$ cat src/rtl/stone_tile_pkg.sv
// stone_tile_pkg: shared tile geometry, FSM state and clear-queue entry types
package stone_tile_pkg;
  localparam int TILE_BITS = 5;
  localparam int TILE_SIZE = 32;
  typedef enum logic [1:0] {INIT, IDLE, APPLY} state_t;
  typedef struct packed {
    logic [5:0] row;
    logic [5:0] col;
  } clear_entry_t;
endpackage

$ cat src/rtl/stone_tile_controller_fifo.sv
// tile_clear_fifo: synchronous FIFO of pending tile-clear entries with flush
module tile_clear_fifo
  import stone_tile_pkg::*;
#(
  parameter int DEPTH = 4
) (
  input  logic         clk,
  input  logic         rst,
  input  logic         push,
  input  logic         pop,
  input  logic         flush,
  input  clear_entry_t din,
  output clear_entry_t dout,
  output logic         full,
  output logic         empty,
  output logic         one
);
  localparam int AW = $clog2(DEPTH);
  clear_entry_t mem [DEPTH];
  logic [AW:0] wp, rp, cnt;
  assign cnt   = wp - rp;
  assign full  = cnt == (AW+1)'(DEPTH);
  assign empty = cnt == '0;
  assign one   = cnt == (AW+1)'(1);
  assign dout  = mem[rp[AW-1:0]];
  always_ff @(posedge clk)
    if (push && !full) mem[wp[AW-1:0]] <= din;
  always_ff @(posedge clk) begin
    if (rst || flush) begin
      wp <= '0;
      rp <= '0;
    end else begin
      if (push && !full) wp <= wp + 1'b1;
      if (pop && !empty) rp <= rp + 1'b1;
    end
  end
endmodule

$ cat src/rtl/stone_tile_controller.sv
// stone_tile_controller: tile occupancy map, bitmap addressing and frame-synchronous tile clears.
// Optional horizontal scroll via TILE_SCROLL_EN.
module stone_tile_controller
  import stone_tile_pkg::*;
#(
  parameter int TOP_LEFT_X  = 64,
  parameter int TOP_LEFT_Y  = 32,
  parameter int GRID_COLS   = 16,
  parameter int GRID_ROWS   = 8,
  parameter int QUEUE_DEPTH = 4,
  parameter logic [GRID_COLS*GRID_ROWS-1:0] INITIAL_PATTERN = '1,
  parameter int CNT_W = $clog2(GRID_COLS*GRID_ROWS+1)
) (
  input  logic             clk,
  input  logic             reset,
`ifdef TILE_SCROLL_EN
  input  logic [10:0]      scrollX,
`endif
  input  logic [10:0]      pixelX,
  input  logic [10:0]      pixelY,
  input  logic             startOfFrame,
  input  logic             levelLoad,
  input  logic             clearReq,
  input  logic [10:0]      clearX,
  input  logic [10:0]      clearY,
  output logic             clearAck,
  output logic             insideRectangle,
  output logic [10:0]      offsetX,
  output logic [10:0]      offsetY,
  output logic             busy,
  output logic [CNT_W-1:0] tilesRemaining,
  output logic             levelCleared
);
  localparam int N  = GRID_COLS*GRID_ROWS;
  localparam int IW = $clog2(N);
  localparam logic [11:0] GW = 12'(GRID_COLS*TILE_SIZE);
  localparam logic [11:0] X0 = 12'(TOP_LEFT_X);
  localparam logic [11:0] X1 = 12'(TOP_LEFT_X + GRID_COLS*TILE_SIZE);
  localparam logic [11:0] Y0 = 12'(TOP_LEFT_Y);
  localparam logic [11:0] Y1 = 12'(TOP_LEFT_Y + GRID_ROWS*TILE_SIZE);
  state_t state, next_state;
  logic [N-1:0] map;
  logic [IW-1:0] idx, pidx, hidx;
  logic [CNT_W-1:0] next_cnt;
  logic [10:0] prx, pry, crx, cry;
  logic pin, cin, draw, accept, push, pop, hit, full, empty, one;
  clear_entry_t centry, head;
`ifdef TILE_SCROLL_EN
  logic [10:0] scroll_q;
  always_ff @(posedge clk)
    if (reset) scroll_q <= '0;
    else if (startOfFrame) scroll_q <= scrollX;
`endif
  function automatic logic [10:0] wrap_x(input logic [10:0] rx);
`ifdef TILE_SCROLL_EN
    return 11'((12'(rx) + 12'(scroll_q)) % GW);
`else
    return rx;
`endif
  endfunction
  function automatic logic in_grid(input logic [10:0] x, input logic [10:0] y);
    return {1'b0, x} >= X0 && {1'b0, x} < X1 && {1'b0, y} >= Y0 && {1'b0, y} < Y1;
  endfunction
  function automatic logic [IW-1:0] tile_idx(input logic [5:0] row, input logic [5:0] col);
    return IW'(int'(row)*GRID_COLS + int'(col));
  endfunction
  // The grid test uses unscrolled coordinates; only the column lookup is wrapped
  assign prx    = wrap_x(pixelX - 11'(TOP_LEFT_X));
  assign pry    = pixelY - 11'(TOP_LEFT_Y);
  assign pin    = in_grid(pixelX, pixelY);
  assign pidx   = tile_idx(pry[10:TILE_BITS], prx[10:TILE_BITS]);
  assign draw   = pin && map[pidx] && state != INIT;
  assign crx    = wrap_x(clearX - 11'(TOP_LEFT_X));
  assign cry    = clearY - 11'(TOP_LEFT_Y);
  assign cin    = in_grid(clearX, clearY);
  assign centry = '{row: cry[10:TILE_BITS], col: crx[10:TILE_BITS]};
  // Gating on clearAck keeps a still-high request from being queued twice
  assign accept = clearReq && !clearAck && !full && state != INIT && !levelLoad;
  assign push   = accept && cin;
  assign pop    = state == APPLY && !empty && !levelLoad;
  assign hidx   = tile_idx(head.row, head.col);
  assign hit    = pop && map[hidx];
  tile_clear_fifo #(.DEPTH(QUEUE_DEPTH)) u_fifo (
    .clk(clk), .rst(reset), .push(push), .pop(pop), .flush(levelLoad),
    .din(centry), .dout(head), .full(full), .empty(empty), .one(one)
  );
  always_comb begin
    next_state = state;
    next_cnt   = tilesRemaining;
    if (levelLoad) begin
      next_state = INIT;
      next_cnt   = '0;
    end else if (state == INIT) begin
      next_cnt   = tilesRemaining + CNT_W'(INITIAL_PATTERN[idx]);
      next_state = idx == IW'(N-1) ? IDLE : INIT;
    end else if (state == IDLE) begin
      next_state = startOfFrame && !empty ? APPLY : IDLE;
    end else begin
      next_cnt   = hit ? tilesRemaining - CNT_W'(1) : tilesRemaining;
      next_state = !push && (empty || one) ? IDLE : APPLY;
    end
  end
  always_ff @(posedge clk) begin
    if (reset) begin
      state           <= INIT;
      idx             <= '0;
      tilesRemaining  <= '0;
      busy            <= 1'b1;
      levelCleared    <= 1'b0;
      clearAck        <= 1'b0;
      insideRectangle <= 1'b0;
      offsetX         <= '0;
      offsetY         <= '0;
    end else begin
      state           <= next_state;
      idx             <= levelLoad || state != INIT ? '0 : idx + 1'b1;
      tilesRemaining  <= next_cnt;
      busy            <= next_state != IDLE;
      levelCleared    <= next_state == IDLE && next_cnt == '0;
      clearAck        <= accept;
      insideRectangle <= draw;
      offsetX         <= draw ? {6'd0, prx[4:0]} : '0;
      offsetY         <= draw ? {6'd0, pry[4:0]} : '0;
    end
  end
  always_ff @(posedge clk)
    if (!levelLoad && state == INIT) map[idx] <= INITIAL_PATTERN[idx];
    else if (hit) map[hidx] <= 1'b0;
endmodule

$ cat config.mk
export PLATFORM = sky130hd
export DESIGN_NAME = stone_tile_controller
export DESIGN_NICKNAME = d
export VERILOG_FILES = /design/src/rtl/stone_tile_pkg.sv /design/src/rtl/stone_tile_controller_fifo.sv /design/src/rtl/stone_tile_controller.sv
export SDC_FILE = /design/constraint.sdc
export NUM_CORES = 1
export LEC_CHECK = 0
export CORE_MARGIN = 1
export CORE_UTILIZATION = 50
export DETAILED_ROUTE_END_ITERATION = 12
export PLACE_DENSITY = 0.7
export SYNTH_ARGS = -nofsm -noshare
export SYNTH_HDL_FRONTEND = slang
export SYNTH_SLANG_ARGS = --single-unit
$ cat constraint.sdc
create_clock -name clk -period 18.1 [get_ports clk]
set_input_delay 1.81 -clock clk [delete_from_list [all_inputs] [get_ports clk]]
set_output_delay 1.81 -clock clk [all_outputs]
set_load 0.02 [all_outputs]
Word level (Yosys, flattened, before mapping)
Memory sizes are Yosys's and may differ from the RTL's. A register that Yosys moved wholly into a read port is not among the register bits.
Cells that the tools add are included.
- $add $sub $neg: 12
- magnitude comparators: 13
- eq/ne operators: 7
- mux-type cells: 27
- bitwise gates (word level): 3
- reduce and logical (&&, ||, !) cells: 39
- operator list (kind ; number):
    $mux 128 ; 2
    $and 128x128->128 ; 1
    $bwmux 128 ; 1
    $not 128->128 ; 1
    $mux 8 ; 4
    $logic_and 1x1->1 ; 24
    $lt 7x8->1 const B ; 3
    $ge 11x6->1 const B ; 2
    $ge 11x7->1 const B ; 2
    $lt 11x10->1 const B ; 2
    $lt 11x9->1 const B ; 2
    $sub 11x7->11 const B ; 2
    $add 7x6->7 ; 2
    $bmux 1 s7 ; 2
    $demux 1 s7 ; 2
    $ge 7x1->1 const B ; 2
    $mux 2 ; 7
    $sub 11x6->11 const B ; 1
    $add 8x1->8 ; 1
    $logic_not 8->1 ; 1
    $mux 1 ; 8
    $sub 8x1->8 const B ; 1
    $sub 8x6->8 const B ; 1
    $add 7x1->7 const B ; 1
    16 further kinds ; 26
- flip-flop bits (word level): 177
- memory bits (writable): 48
- bits in read-only memories: 128
- memories kept: 2
- memory list (memory ; depth ; width ; rd ports ; clocked after memory_dff ; wr ports ; RTL line ; source):
    (name not given) ; 128 ; 1 ; 1 ; 1 ; 0 ; stone_tile_controller.sv:127 ; if (!levelLoad && state == INIT) map[idx] <= INITIAL_PATTERN[idx];
    u_fifo.mem ; 4 ; 12 ; 1 ; 1 ; 1 ; stone_tile_controller_fifo.sv:19 ; clear_entry_t mem [DEPTH];

Depth between registers and ports, before layout
- depth in word-level cells: 15
- depth in mapped cells: 15
- depth with buffers taken out: 12

Modules after synthesis
From an unflattened synthesis, not the netlist that was laid out.
- cells, all modules: 986
- area, all modules: 11960.2 sq um
- by module, submodules not included (module ; times used ; cells each ; area each (sq um) ; sequential area each (sq um)):
    stone_tile_controller ; 1 ; 873 ; 9719.3 ; 4464.3
    tile_clear_fifo ; 1 ; 113 ; 2240.9 ; 1601.5

Worst setup path before layout
OpenSTA, ideal clock, no wires.
- path type: input to register
- from: input levelLoad
- to: register map[0] (enable)
- library setup time: 492 ps
- data arrival time: 5591 ps
- required time: 17608 ps
- setup slack: 12018 ps
- stages on the path: 6
- path buffers: 1
- path through: buf_2 > nor2_1 > nand3_1 > a2111oi_4 > nand2_1 > nand2_1
- word-level cells in the longest chain between the ends: 4
- elaborated cells between the ends (all ways): 5
- those cells by class: reduce/logical (5)
- RTL lines (what ; RTL line ; source):
    from (decl) ; stone_tile_controller.sv:22 ; input logic levelLoad,
    $logic_not 1->1 * ; stone_tile_controller.sv:80, stone_tile_controller.sv:127 ;
    $logic_and 1x1->1 ; stone_tile_controller.sv:80 ; assign pop = state == APPLY && !empty && !levelLoad;
    $logic_and 1x1->1 ; stone_tile_controller.sv:82 ; assign hit = pop && map[hidx];
    $reduce_bool 2->1 (no line) * ; -- ;
    to (signal, indexed assignment) ; stone_tile_controller.sv:127 ;
    to (decl) ; stone_tile_controller.sv:42 ; logic [N-1:0] map;
Every way passes the cells marked *; elsewhere a longest branch is shown, timed or not.
A chain may end at the register's enable or synchronous reset.

==> summary.md <==
| Metric | Value |
|---|---|
| ANT cells | 0 |
| Yosys reg bits | 203 |
| Critical path required time | ~18 ns |
| Gpl congestion | between 0.9 and 1 |
| Worst min-delay path startpoint | u_fifo.wp[2] |
| Minimum clock period | around 5.6 ns |
| Syn Std Cell Area | between 0.01 and 0.015 mm² |
| HPWL after DPL | approximately 21000 µm |
| Unrepaired setup endpoints after global routing | false |
| Setup Fix Bufs, Post-CTS | 0 |
| Fin Setup TNS | 0 ns |
| Area of the multi-input gates | approximately 0.0053 mm² |
| Final hold violations | 0 |
| Initial antenna violation count | 0 |
| Arrival time at the worst endpoint | about 5.7 ns |
| Fmax | roughly 180 MHz |
| CTS root buffer | clkbuf_16 |
| DR iter-0 viols | about 1.2k |
| Post-synth cell types | between 50 and 60 |
| Row count | 54 |
| CTS tree | built |
| Async SR Flop Fraction | 0% |
| DRC Markers | 3 |
| Die Footprint | 0.0233 mm² |
| Setup crit end kind | flop |
| Clock Sinks | between 200 and 250 |
| Type of origin of the critical path | flop |
| Core area | 0.0220 mm² |
| Port bufs | 70 |
| Share of layout cells above drive strength 1 | between 10 and 15% |
| Vias in the first global route | ~8.4k |
| DIE WIDTH | roughly 150 µm |
| Final period util | approximately 31% |
| Post-synth EDFFs | between 150 and 200 |
| Synth top cells by count | 260 x a21oi_1, 164 x edfxtp_1, 76 x nor2_1 |
| Cts repair resizes | 0 |
| Wire per inst | approximately 24 µm |
| Clk buf depth | 3 |
| Tot Pwr | between 1000 and 1500 µW |
| Total CTS buffers | 22 |
| Critical path class | reg2reg |
| I/O Pins | 83 |
| H-tree depth | 1 |
| Vias | slightly below 9k |
| DIE HEIGHT | about 150 µm |
| Status | finished with violations |
| Seq. cell area | 0.00571 mm² |
| Relative slew slack | approximately a quarter |
| Top post-synthesis cells by area | edfxtp_1 43%, mux4_2 12%, a21oi_1 11%, dfxtp_1 6.9%, mux2i_1 2.9% |
| Post-Syn Instances | between 900 and 1k |
| Synth-to-Final Area Change | 14.4% |
| Hold worst-path end | u_fifo.wp[2] |
| Layout Cells excl Fill | about 1.3k |
| CTS Hold Bufs | 0 |
| Synth warn | 0 |
| Final standard cell area without fillers | between 0.01 and 0.015 mm² |
| Hold path depth | 2 |
| NumNets Final | roughly 1.1k |
| Final clock skew | roughly 0.015 ns |
| Most common cell in the netlist | a21oi_1 |
| First-pass GRT wire length | approximately 50000 µm |
| Leakage | 0.00453 µW |
| Top FF cell, synth | edfxtp_1 |
| Violated checks | DRC |
| Synthesized area per cell | around 12 µm² |
| Starting density of the core | roughly half |
| Seq/Total Area, Yosys | 50.3% |
| R2r worst-path depth | 9 |
| Final setup violation count | 0 |
| Peak VDD IR | 0.0000620 V |
| Max Slew Vio Count | 0 |
| Skew-Pair Late Insertion Delay | approximately 0.5 ns |
| Fillers | between 1.5k and 2k |
| Post-synth top area share | 43.5% |
| GRT Overall Usage | roughly 28% |
| Clk pin slew, worst setup/hold paths | 0.06 ns |
| Measured slew at the worst slew-check pin | approximately 1.1 ns |
| Vias per inst | roughly 6.6 |
| Final ANT Viol Nets | 0 |
| Synth area leader | edfxtp_1 |
| CP max FO | 70 |
| Hold Path Class | reg2reg |
| Pin count of the biggest net entering global routing | 71 |
| Critical R2R Capture | map[9] |
| Placement Cell Area | 0.0123 mm² |
| Drt first pass iters | 12 |
| Total grt overflow | 0 |
| Hold_ws | 0.546 ns |
| Inst Count DP | 1285 |
| P per Cell Area | between 80 and 90 mW/mm² |
| Drt total wl | around 32000 µm |
| Max-cap viol count | 0 |
| FF-to-FF setup slack | 12.54 ns |
[cell families (layout without fill, tap and decap cells)]
kind of cell / Yosys count / after routing / synth area share, %
and+or+nand+nor: 214 / 214 / 9.48
muxes: 110 / 110 / 17.2
other: 1 / 12 / 0.0331
buffers and inverters: 88 / 152 / 3.73
xor gates and xnor gates: 25 / 25 / 1.93
AOI/OAI and AO/OA: 308 / 308 / 14.8
DFF: 203 / 203 / 50.3
adders and majority gates: 21 / 21 / 2.52
[power by group]
part           internal (µW)  total [µW]  switching [µW]
logic                   48.4        98.7            50.4
registers                525         540            14.4
clock network            265         446             181
total                    838        1080             246
[cell usage in the layout (no fill, tap or decap), types with 3 or more instances in the layout]
cell             netlist  routed
a21oi_1              260     260
edfxtp_1             164     164
nor2_1                76      70
clkdlybuf4s50_1        0      68
mux4_2                60      60
dfxtp_1               39      39
mux2i_1               33      33
inv_1                 25      25
nand2_1               26      25
clkbuf_16              0      25
ha_1                  18      18
buf_4                 12      17
nand2b_1              15      15
nor3_1                17      15
nand3_1               15      15
and2_1                15      15
xor2_1                13      13
xnor2_1               12      12
conb_1                 1      12
and3_1                10      10
mux2_1                10      10
o22ai_1               10      10
nor4_1                 9       9
a31oi_1                8       8
clkbuf_1              34       8
o21ai_0                7       7
or2_2                  6       6
nor2_2                 0       6
mux4_1                 5       5
or3_1                  5       5
nor2b_1                5       5
clkinv_2               0       5
a41oi_1                3       3
nor4b_1                3       3
a211oi_1               3       3
nand3b_1               3       3
fa_1                   3       3
[routing by layer]
metal,part of all wire [%],vias up,GRT usage (%)
li1,-,3845,-
met1,40,4230,39.4
met2,45,601,42.2
met3,12,78,5.94
met4,3.2,0,8.13
met5,0,-,0
[worst max-delay path, stage by stage, from the launching register on]
cell       delay, ns
dfxtp_1         0.69
mux4_2          0.59
ha_1            0.57
nand2_1         0.30
nor4_1          0.35
a311oi_1        0.12
a2111oi_4       0.72
nand2_1         0.29
nand2_4         0.76
buf_4           0.75
[metrics by stage]
step	setup slack, ns	utilization [%]
floorplan	12.02	-
global placement	12.39	55.6
detailed placement	12.31	55.6
CTS	12.57	58.9
global route	12.21	58.9
finish	12.54	58.9
[flip-flops by register name, indices dropped and copies added, names as in the netlist, named ones only]
signal           count
map                128
u_fifo.mem          36
tilesRemaining       8
idx                  7
offsetX              5
offsetY              5
u_fifo.rp            3
u_fifo.wp            3
state                2
busy                 1
clearAck             1
insideRectangle      1
levelCleared         1
[worst max-delay path by stage]
stage	start	end	slack [ns]
4_1_cts	flop	map[8]	12.57
3_3_place_gp	levelLoad	map[50]	12.39
5_1_grt	flop	map[15]	12.21
6_report	flop	map[9]	12.54
3_5_place_dp	levelLoad	map[36]	12.31
2_1_floorplan	levelLoad	map[0]	12.02
[final cells by class]
class,count,area share [%]
flip-flops and latches,203,44.0
multi-input cells,690,40.8
repair buffers,87,6.31
clock buffers,33,5.06
well taps,280,2.70
inverters,25,0.724
clock inverters,7,0.453
Power figures use the tool's default switching activity.
